==> src/rtl/alu_pkg.sv <==
// alu_pkg: shared opcodes, default sizes and FSM state encodings for the ALU issue stage
package alu_pkg;
    localparam int DEF_DATA_W = 8;
    localparam int DEF_DEPTH  = 4;
    localparam logic [2:0] OP_NOP = 3'b000;
    localparam logic [2:0] OP_ADD = 3'b001;
    localparam logic [2:0] OP_SUB = 3'b010;
    localparam logic [2:0] OP_NOT = 3'b011;
    localparam logic [2:0] OP_AND = 3'b100;
    localparam logic [2:0] OP_OR  = 3'b101;
    localparam logic [2:0] OP_XOR = 3'b110;
    typedef enum logic [1:0] {ST_IDLE, ST_EXEC, ST_OUT} state_t;
endpackage

==> src/rtl/alu_cmd_fifo.sv <==
// alu_cmd_fifo: sync FIFO (push/din in, pop in, head/full/empty out), refuses push when full and pop when empty
module alu_cmd_fifo #(
    parameter int W     = 19,
    parameter int DEPTH = 4
) (
    input  logic         clk,
    input  logic         rst,
    input  logic         push,
    input  logic         pop,
    input  logic [W-1:0] din,
    output logic [W-1:0] head,
    output logic         full,
    output logic         empty
);
    localparam int AW = $clog2(DEPTH);
    logic [W-1:0]  mem_q [DEPTH];
    logic [AW-1:0] wp_q, rp_q;
    logic [AW:0]   cnt_q;
    logic          wr, rd;
    assign full  = cnt_q == (AW+1)'(DEPTH);
    assign empty = cnt_q == '0;
    assign head  = mem_q[rp_q];
    assign wr    = push && !full;
    assign rd    = pop && !empty;
    always_ff @(posedge clk)
        if (wr) mem_q[wp_q] <= din;
    always_ff @(posedge clk or posedge rst)
        if (rst) begin
            wp_q  <= '0;
            rp_q  <= '0;
            cnt_q <= '0;
        end else begin
            wp_q  <= wp_q + AW'(wr);
            rp_q  <= rp_q + AW'(rd);
            cnt_q <= cnt_q + (AW+1)'(wr) - (AW+1)'(rd);
        end
endmodule

==> src/rtl/alu_cmd_issue.sv <==
// alu_cmd_issue: queues cmd_* commands, drives A/B/OP_SEL to the ALU, captures Out_with_carry into res_* (valid/ready); ALU_ACC_FWD_EN enables accumulator forwarding via cmd_use_acc
module alu_cmd_issue
    import alu_pkg::*;
#(
    parameter int DATA_W = DEF_DATA_W,
    parameter int DEPTH  = DEF_DEPTH
) (
    input  logic              clk,
    input  logic              rst,
    input  logic              cmd_valid,
    output logic              cmd_ready,
    input  logic [DATA_W-1:0] cmd_a,
    input  logic [DATA_W-1:0] cmd_b,
    input  logic [2:0]        cmd_op,
    input  logic              cmd_use_acc,
    output logic [DATA_W-1:0] A,
    output logic [DATA_W-1:0] B,
    output logic [2:0]        OP_SEL,
    input  logic [DATA_W:0]   Out_with_carry,
    output logic              res_valid,
    input  logic              res_ready,
    output logic [DATA_W-1:0] res_data,
    output logic              res_carry
);
`ifdef ALU_ACC_FWD_EN
    localparam int EW = 2*DATA_W+4;
`else
    localparam int EW = 2*DATA_W+3;
`endif
    logic [EW-1:0]     cmd_e, head_e, ld_e;
    logic [DATA_W-1:0] ld_a, a_q, b_q, res_data_q;
    logic [2:0]        op_q;
    logic              full, empty, push, ld, res_valid_q, res_carry_q;
    state_t            state_q;
`ifdef ALU_ACC_FWD_EN
    logic [DATA_W-1:0] acc_q;
    assign cmd_e = {cmd_use_acc, cmd_op, cmd_b, cmd_a};
    assign ld_a  = ld_e[EW-1] ? acc_q : ld_e[DATA_W-1:0];
`else
    logic unused_use_acc;
    assign unused_use_acc = cmd_use_acc;
    assign cmd_e = {cmd_op, cmd_b, cmd_a};
    assign ld_a  = ld_e[DATA_W-1:0];
`endif
    assign push      = cmd_valid && !full;
    assign cmd_ready = !full;
    assign ld_e      = empty ? cmd_e : head_e;
    assign ld = (state_q == ST_IDLE && !empty) ||
                (state_q == ST_OUT && res_ready && (!empty || push));
    assign A         = a_q;
    assign B         = b_q;
    assign OP_SEL    = op_q;
    assign res_valid = res_valid_q;
    assign res_data  = res_data_q;
    assign res_carry = res_carry_q;
    alu_cmd_fifo #(.W(EW), .DEPTH(DEPTH)) u_fifo (
        .clk   (clk),
        .rst   (rst),
        .push  (push),
        .pop   (state_q == ST_EXEC),
        .din   (cmd_e),
        .head  (head_e),
        .full  (full),
        .empty (empty)
    );
    always_ff @(posedge clk or posedge rst)
        if (rst) begin
            state_q     <= ST_IDLE;
            a_q         <= '0;
            b_q         <= '0;
            op_q        <= OP_NOP;
            res_valid_q <= 1'b0;
            res_data_q  <= '0;
            res_carry_q <= 1'b0;
`ifdef ALU_ACC_FWD_EN
            acc_q       <= '0;
`endif
        end else begin
            if (ld) begin
                a_q  <= ld_a;
                b_q  <= ld_e[2*DATA_W-1:DATA_W];
                op_q <= ld_e[2*DATA_W+2:2*DATA_W];
            end
            case (state_q)
                ST_IDLE: begin
                    if (ld) state_q <= ST_EXEC;
                    else op_q <= OP_NOP;
                end
                ST_EXEC: begin
                    res_data_q  <= Out_with_carry[DATA_W-1:0];
                    res_carry_q <= Out_with_carry[DATA_W];
                    res_valid_q <= 1'b1;
`ifdef ALU_ACC_FWD_EN
                    acc_q       <= Out_with_carry[DATA_W-1:0];
`endif
                    state_q     <= ST_OUT;
                end
                ST_OUT: begin
                    if (res_ready) begin
                        res_valid_q <= 1'b0;
                        state_q     <= ld ? ST_EXEC : ST_IDLE;
                        if (!ld) op_q <= OP_NOP;
                    end
                end
                default: state_q <= ST_IDLE;
            endcase
        end
endmodule

==> config.mk <==
export PLATFORM = sky130hd
export DESIGN_NAME = alu_cmd_issue
export DESIGN_NICKNAME = d
export VERILOG_FILES = /design/src/rtl/alu_pkg.sv /design/src/rtl/alu_cmd_fifo.sv /design/src/rtl/alu_cmd_issue.sv
export SDC_FILE = /design/constraint.sdc
export NUM_CORES = 1
export LEC_CHECK = 0
export BUFFER_PORTS_ARGS = -buffer_cell sky130_fd_sc_hd__clkbuf_2
export CAP_MARGIN = 0
export CORE_ASPECT_RATIO = 0.6
export CORE_MARGIN = 1
export CORE_UTILIZATION = 40
export CTS_BUF_LIST = sky130_fd_sc_hd__clkbuf_4 sky130_fd_sc_hd__clkbuf_8
export DETAILED_ROUTE_END_ITERATION = 12
export HOLD_SLACK_MARGIN = 0.02
export PLACE_DENSITY = 0.56
export SLEW_MARGIN = 0
export SYNTH_ARGS = -nofsm -noshare
export SYNTH_HDL_FRONTEND = slang
export SYNTH_SLANG_ARGS = --single-unit
==> constraint.sdc <==
create_clock -name clk -period 2.85 [get_ports clk]
set_clock_uncertainty 0.05 [all_clocks]
set_input_delay 0.4275 -clock clk [delete_from_list [all_inputs] [get_ports clk]]
set_output_delay 0.4275 -clock clk [all_outputs]
set_load 0.01 [all_outputs]
## Word-level counts from Yosys, hierarchy flattened

Memories as Yosys holds them, arrays and structs flattened.
Index checks and enable logic that the tools add are counted.

- Bits in registers: 38
- Input port bits: 33
- Memories: 1
- RAM bits: 76

Memories:

| memory | words | bits a word | read ports | clocked after Yosys merged registers in | write ports | line | RTL |
|---|---|---|---|---|---|---|---|
| u_fifo.mem_q | 4 | 19 | 1 | 0 | 1 | alu_cmd_fifo.sv:16 | `logic [W-1:0] mem_q [DEPTH];` |

- Eq/ne operators: 5
- Add/sub/neg operators: 4
- Reduce and logical (&&, ||, !) cells: 15
- Mux-type cells: 13

Operator list:

| cell | number |
|---|---|
| two-way mux 19 bit | 1 |
| two-way mux 3 bit | 3 |
| logical AND 1 bit | 6 |
| case mux 2 bit (3 select lines) | 1 |
| case mux 3 bit (2 select lines) | 1 |
| adder 2 x 1 -> 2 bit | 2 |
| two-way mux 1 bit | 4 |
| two-way mux 2 bit | 2 |
| inequality test 2 bit (second input constant) | 2 |
| AND reduction 2 bit | 2 |
| adder 3 x 1 -> 3 bit | 1 |
| equality test 3 bit (second input constant) | 1 |
| logical NOT 3 bit | 1 |
| subtractor 3 x 1 -> 3 bit | 1 |
| equality test 2 x 1 -> 1 bit (second input constant) | 1 |
| equality test 2 bit (second input constant) | 1 |
| logical NOT 1 bit | 2 |
| logical NOT 2 bit | 1 |
| logical OR 1 bit | 2 |
| case mux 1 bit (2 select lines) | 1 |
| nonzero test 2 bit | 1 |

## Depth between registers and ports, before layout

- Depth after elaboration: 10
- Gate-level depth with buffers: 9
- Gate-level depth less buffers: 8

## By module

From an unflattened synthesis, not the netlist that was laid out.

- Cell total of the unflattened synthesis: 231
- Area total of the unflattened synthesis: 4618.2 um^2

Modules (own cells, without submodules):

| module | cells each | instances | area an instance (um^2) |
|---|---|---|---|
| alu_cmd_fifo | 131 | 1 | 3135.5 |
| alu_cmd_issue | 100 | 1 | 1482.7 |

## Worst setup path after synthesis

Ideal clock, no wire load.

- Path kind: register to register
- Start: register u_fifo.cnt_q[2]
- End: memory u_fifo.mem_q[1][0] (enable)
- Clock period less this slack: 2.691 ns
- Arrival: 2.218 ns
- Stages on the path, launching flop included: 4
- Slack: 0.159 ns
- Data required time: 2.377 ns
- Cell sequence: dfrtp_1 > or3b_1 > nand2_1 > nor3b_1

- Word-level cells in the longest chain between the ends: 6

RTL lines:

| item | line | RTL |
|---|---|---|
| start, declared | alu_cmd_fifo.sv:18 | `logic [AW:0] cnt_q;` |
| start signal, assigned | alu_cmd_fifo.sv:35 | `cnt_q <= cnt_q + (AW+1)'(wr) - (AW+1)'(rd);` |
| equality test 3 bit (*) | alu_cmd_fifo.sv:20 | `assign full = cnt_q == (AW+1)'(DEPTH);` |
| logical NOT 1 bit (*) | n/a |  |
| named net cmd_ready | alu_cmd_issue.sv:11 | `output logic cmd_ready,` |
| logical AND 1 bit | alu_cmd_issue.sv:45 | `assign push = cmd_valid && !full;` |
| logical AND 1 bit (*) | alu_cmd_fifo.sv:23 | `assign wr = push && !full;` |
| two-way mux 1 bit (*) | alu_cmd_fifo.sv:26 | `if (wr) mem_q[wp_q] <= din;` |
| two-way mux 1 bit (not written as such) (*) | alu_cmd_fifo.sv:26 |  |
| end, declared | alu_cmd_fifo.sv:16 |  |

The timed path passes the listed nets; every way through them passes the cells marked *.

## Final worst setup path

- Start: register u_fifo.cnt_q[1]
- End: register u_fifo.cnt_q[2]

- Word-level cells in the longest chain between the ends: 6

RTL lines:

| item | line |
|---|---|
| equality test 3 bit | alu_cmd_fifo.sv:20 |
| logical NOT 1 bit | alu_cmd_fifo.sv:23, alu_cmd_issue.sv:45 |
| logical AND 1 bit | alu_cmd_issue.sv:45 |
| logical AND 1 bit | alu_cmd_fifo.sv:23 |
| adder 3 x 1 -> 3 bit | alu_cmd_fifo.sv:35 |
| subtractor 3 x 1 -> 3 bit (*) | alu_cmd_fifo.sv:35 |

Mark *: on every way between the ends. The rest lies on a longest branch, timed or not.
A chain may end at the register's enable or synchronous reset.

==> metrics.log <==
[metrics] status: finished clean
[metrics] EDFF count, synth: 76
[metrics] top-area cell type share of the netlist area: 48.52%
[metrics] proportion of layout cells with a drive suffix above 1: 37.43%
[metrics] Pwr Total: between 6 and 7 mW
[metrics] global-route wire length before repair: 15560 µm
[metrics] static power due to leakage: about 2.1 nW
[metrics] share of flip-flops with an asynchronous set or reset after synthesis: between 30% and 40%
[metrics] largest net degree at the start of global routing: 40
[metrics] starting density of the core: ~41%
[metrics] GR Layer Usage met3: 5.081%
[metrics] buffers added on ports: between 60 and 70
[metrics] half-perimeter wire length after placement: around 5900 µm
[metrics] total count of hold-check failures in the final report: 0
[metrics] Post-Synthesis Cells: roughly 270
[metrics] number of detailed-routing iterations run before antenna repair: 4
[metrics] routed len/inst: 19.48 µm
[metrics] net load switching power: around 2.1 mW
[metrics] latest clock arrival within the worst-skew pair: 0.43 ns
[metrics] Cell Area, Synth: 0.004703 mm²
[metrics] WP buf/inv: 1
[metrics] critical path launch point type: flip-flop
[metrics] number of maximum-capacitance violations: 0
[metrics] most frequent cells in the layout: edfxtp_1, clkbuf_2, dfrtp_1, clkbuf_8
[metrics] Synth area leader: edfxtp_1
[metrics] Fin Setup TNS: 0 ns
[metrics] Post-route DRC: 0
[metrics] area of the core region: 0.01137 mm²
[metrics] clock root buffer: clkbuf_8
[metrics] syn avg cell area: ~17 µm²
[metrics] htree depth: 4
[metrics] Antenna Diode Count: 0
[metrics] number of setup violations in the final report: 0
[metrics] Tightest Hold Check Type: in2async
[metrics] # clock sinks: around 110
[metrics] nets@finish: 383
[metrics] slowest CP cell: dfrtp_1
[metrics] RSZ-0062 raised after global routing: no
[metrics] Inserted Clock Buffers: 17
[metrics] number of global-route vias before repair: 2727
[metrics] worst voltage drop across the vdd grid: 413.0 µV
[metrics] area enclosed by the die boundary: about 0.012 mm²
[metrics] maximum buffer depth of the clock tree: 2
[metrics] worst setup margin: 0.6020 ns
[metrics] overall global routing resource usage: 18.18%
[metrics] CTS Hold Bufs: 0
[metrics] number of instances in the placed design: 486
[metrics] area added between synthesis and finish: 18.68%
[metrics] register share of total power: about two fifths
[metrics] antenna violations before repair: 0
[metrics] fin. max-slew vios: 0
[metrics] Synth cell types: 36
[metrics] most utilized layer in the global route result: met2
[metrics] share of synthesized area occupied by flip-flops and latches: 68.74%
[metrics] horizontal die dimension: 142.0 µm
[metrics] net count after synthesis: between 300 and 400
[metrics] aggregate routed wire length: 10090 µm
[metrics] delay of the slowest critical-path stage: between 0.4 and 0.5 ns
[metrics] num ports: 63
[metrics] highest fanout seen on the critical path: 6
[metrics] cells taking the most area after synthesis: edfxtp_1, dfrtp_1, mux4_1
[metrics] ys flop type: edfxtp_1
[metrics] global placer's final weighted congestion: roughly 0.72
[metrics] met1 usage: 25.51%
[metrics] proportion of power drawn by combinational gates: 35.2%
[metrics] height of the die: 86.00 µm
[metrics] data arrival time of the critical path: 2.51 ns
[metrics] clock share of power: 23.4%
[metrics] TritonCTS clock tree: done
[metrics] total vias in the final route: 2748
[metrics] met2 global-route usage: 26.20%
[metrics] final std cells w/o fill: 518
[metrics] Crit path max-delay family: simple AND/OR/NAND/NOR gates
[metrics] clock-pin transition on the worst setup and hold timing paths: 0.07 ns
[metrics] fin crit share: 78.88%
[metrics] flip-flop and latch count after synthesis: 114
[metrics] count of buffers added by post-CTS timing repair for setup: 0
[metrics] most common library cell in the layout ignoring fill and taps: edfxtp_1
[metrics] Least-Margin Pin Slew: 0.8974 ns
[metrics] ordered cell list for the critical path: or3b_1 > nand2_1 > inv_1 > ha_1 > fa_1 > xor2_1 > xnor2_1
[metrics] cell internal pwr: 4.074 mW
[metrics] switching share of power: 33.67%
[metrics] final antenna-violating net count: 0
[metrics] critical path type: reg2reg
[metrics] Final min period: 2.248 ns
[metrics] DRT iter0 DRCs: 164
[metrics] data required time at the worst endpoint: 3.11 ns
[metrics] f_max: 444.8 MHz
[metrics] normalized max-slew margin: 40.17%
[metrics] Cell Rows: 30
[metrics] pre-CTS WS: 0.6018 ns
[metrics] pwr dens: between 1000 and 1500 mW/mm²
[metrics] via density per instance: 5.305
[metrics] post-CTS resize count: 0
[metrics] number of warnings issued by yosys: 0
[metrics] Worst setup EP type: flip-flop
[metrics] total congestion overflow after global routing: 0
==> registers in the layout (all words and copies together) (netlist names) <==
signal,flops
u_fifo.rp_q,2
res_carry,1
OP_SEL,3
u_fifo.wp_q,2
B,8
u_fifo.cnt_q,3
res_data,8
A,8
u_fifo.mem_q,76
state_q,2
res_valid,1
==> path summary, 6_finish.rpt <==
kind                                            from                   endpoint  slack [ns]  cells after the start
max                        u_fifo.cnt_q[1]$_DFF_PP0_  u_fifo.cnt_q[2]$_DFF_PP0_        0.60                      7
min                                              rst    res_data[3]$_DFFE_PP0P_        0.05                      3
max reg2reg                u_fifo.cnt_q[1]$_DFF_PP0_  u_fifo.cnt_q[2]$_DFF_PP0_        0.60                      7
min reg2reg                    res_carry$_DFFE_PP0P_      res_carry$_DFFE_PP0P_        0.45                      1
max in group asynchronous                        rst           B[5]$_DFFE_PP0N_        2.33                      3
min in group clk                   Out_with_carry[3]    res_data[3]$_DFFE_PP0P_        0.18                      2
==> cells in the mapped netlist, types with 3 or more instances <==
cell        n
edfxtp_1   76
nor3_1     18
ha_1        4
nor4_1      9
mux2_2      9
a2bb2oi_1   3
a211oi_1   16
a31oi_1    16
a311oi_1    3
clkbuf_1    4
inv_1       7
buf_2      11
nand2_1     5
mux4_1     11
dfrtp_1    38
nor4_2      7
mux4_2      8
xor2_1      3
buf_4       3
==> metrics by stage <==
step / hold WS [ns] / cell area, µm² / util [%]
detailed placement: 0.4427 / 5202 / 45.74
global placement: 0.4370 / 5202 / 45.74
global route: 0.07100 / 5582 / 49.08
finish: 0.05192 / 5582 / 49.08
floorplan: 0.4376 / 4703 / -
CTS: 0.05642 / 5582 / 49.08
==> power groups by stage <==
stage	Combinational, mW	Clock (mW)	Sequential (mW)
detailed placement	2.20	0	2.57
CTS	2.20	1.47	2.54
global route	2.39	1.55	2.58
floorplan	1.47	0	2.62
global placement	2.17	0	2.55
finish	2.16	1.44	2.54
==> logic make-up after synthesis <==
logic type	Yosys count	share of synthesized area, %
DFF	114	68.74
buffers and inverters	29	3.432
xor gates and xnor gates	4	0.7450
muxes	28	12.13
adders and majority gates	5	1.490
AOI/OAI and AO/OA	42	6.358
and+or+nand+nor	52	7.103
==> worst register-to-register path: stages, from the launching register on <==
cell	delay (ns)
dfrtp_1	0.44
or3b_1	0.43
nand2_1	0.20
inv_1	0.12
ha_1	0.23
fa_1	0.38
xor2_1	0.16
xnor2_1	0.13
==> area by class of cell <==
cell class                 count  area [µm²]
inverter                       8       30.03
tap                          160       200.2
timing repair buffer          73       407.9
fill                        1000        5792
clock inverter                 7       60.06
multi-input combinational    131        1331
sequential                   114        3233
clock buffer                  25       319.1
==> per-layer routing <==
layer | wire length [µm] | vias up | part of all wire (%)
met5 | 0 | - | 0
met3 | 524 | 14 | 5.2
li1 | - | 1261 | -
met1 | 4934 | 1392 | 49
met4 | 146 | 0 | 1.4
met2 | 4484 | 81 | 44
Note: power is estimated with default switching activity, not from simulation.
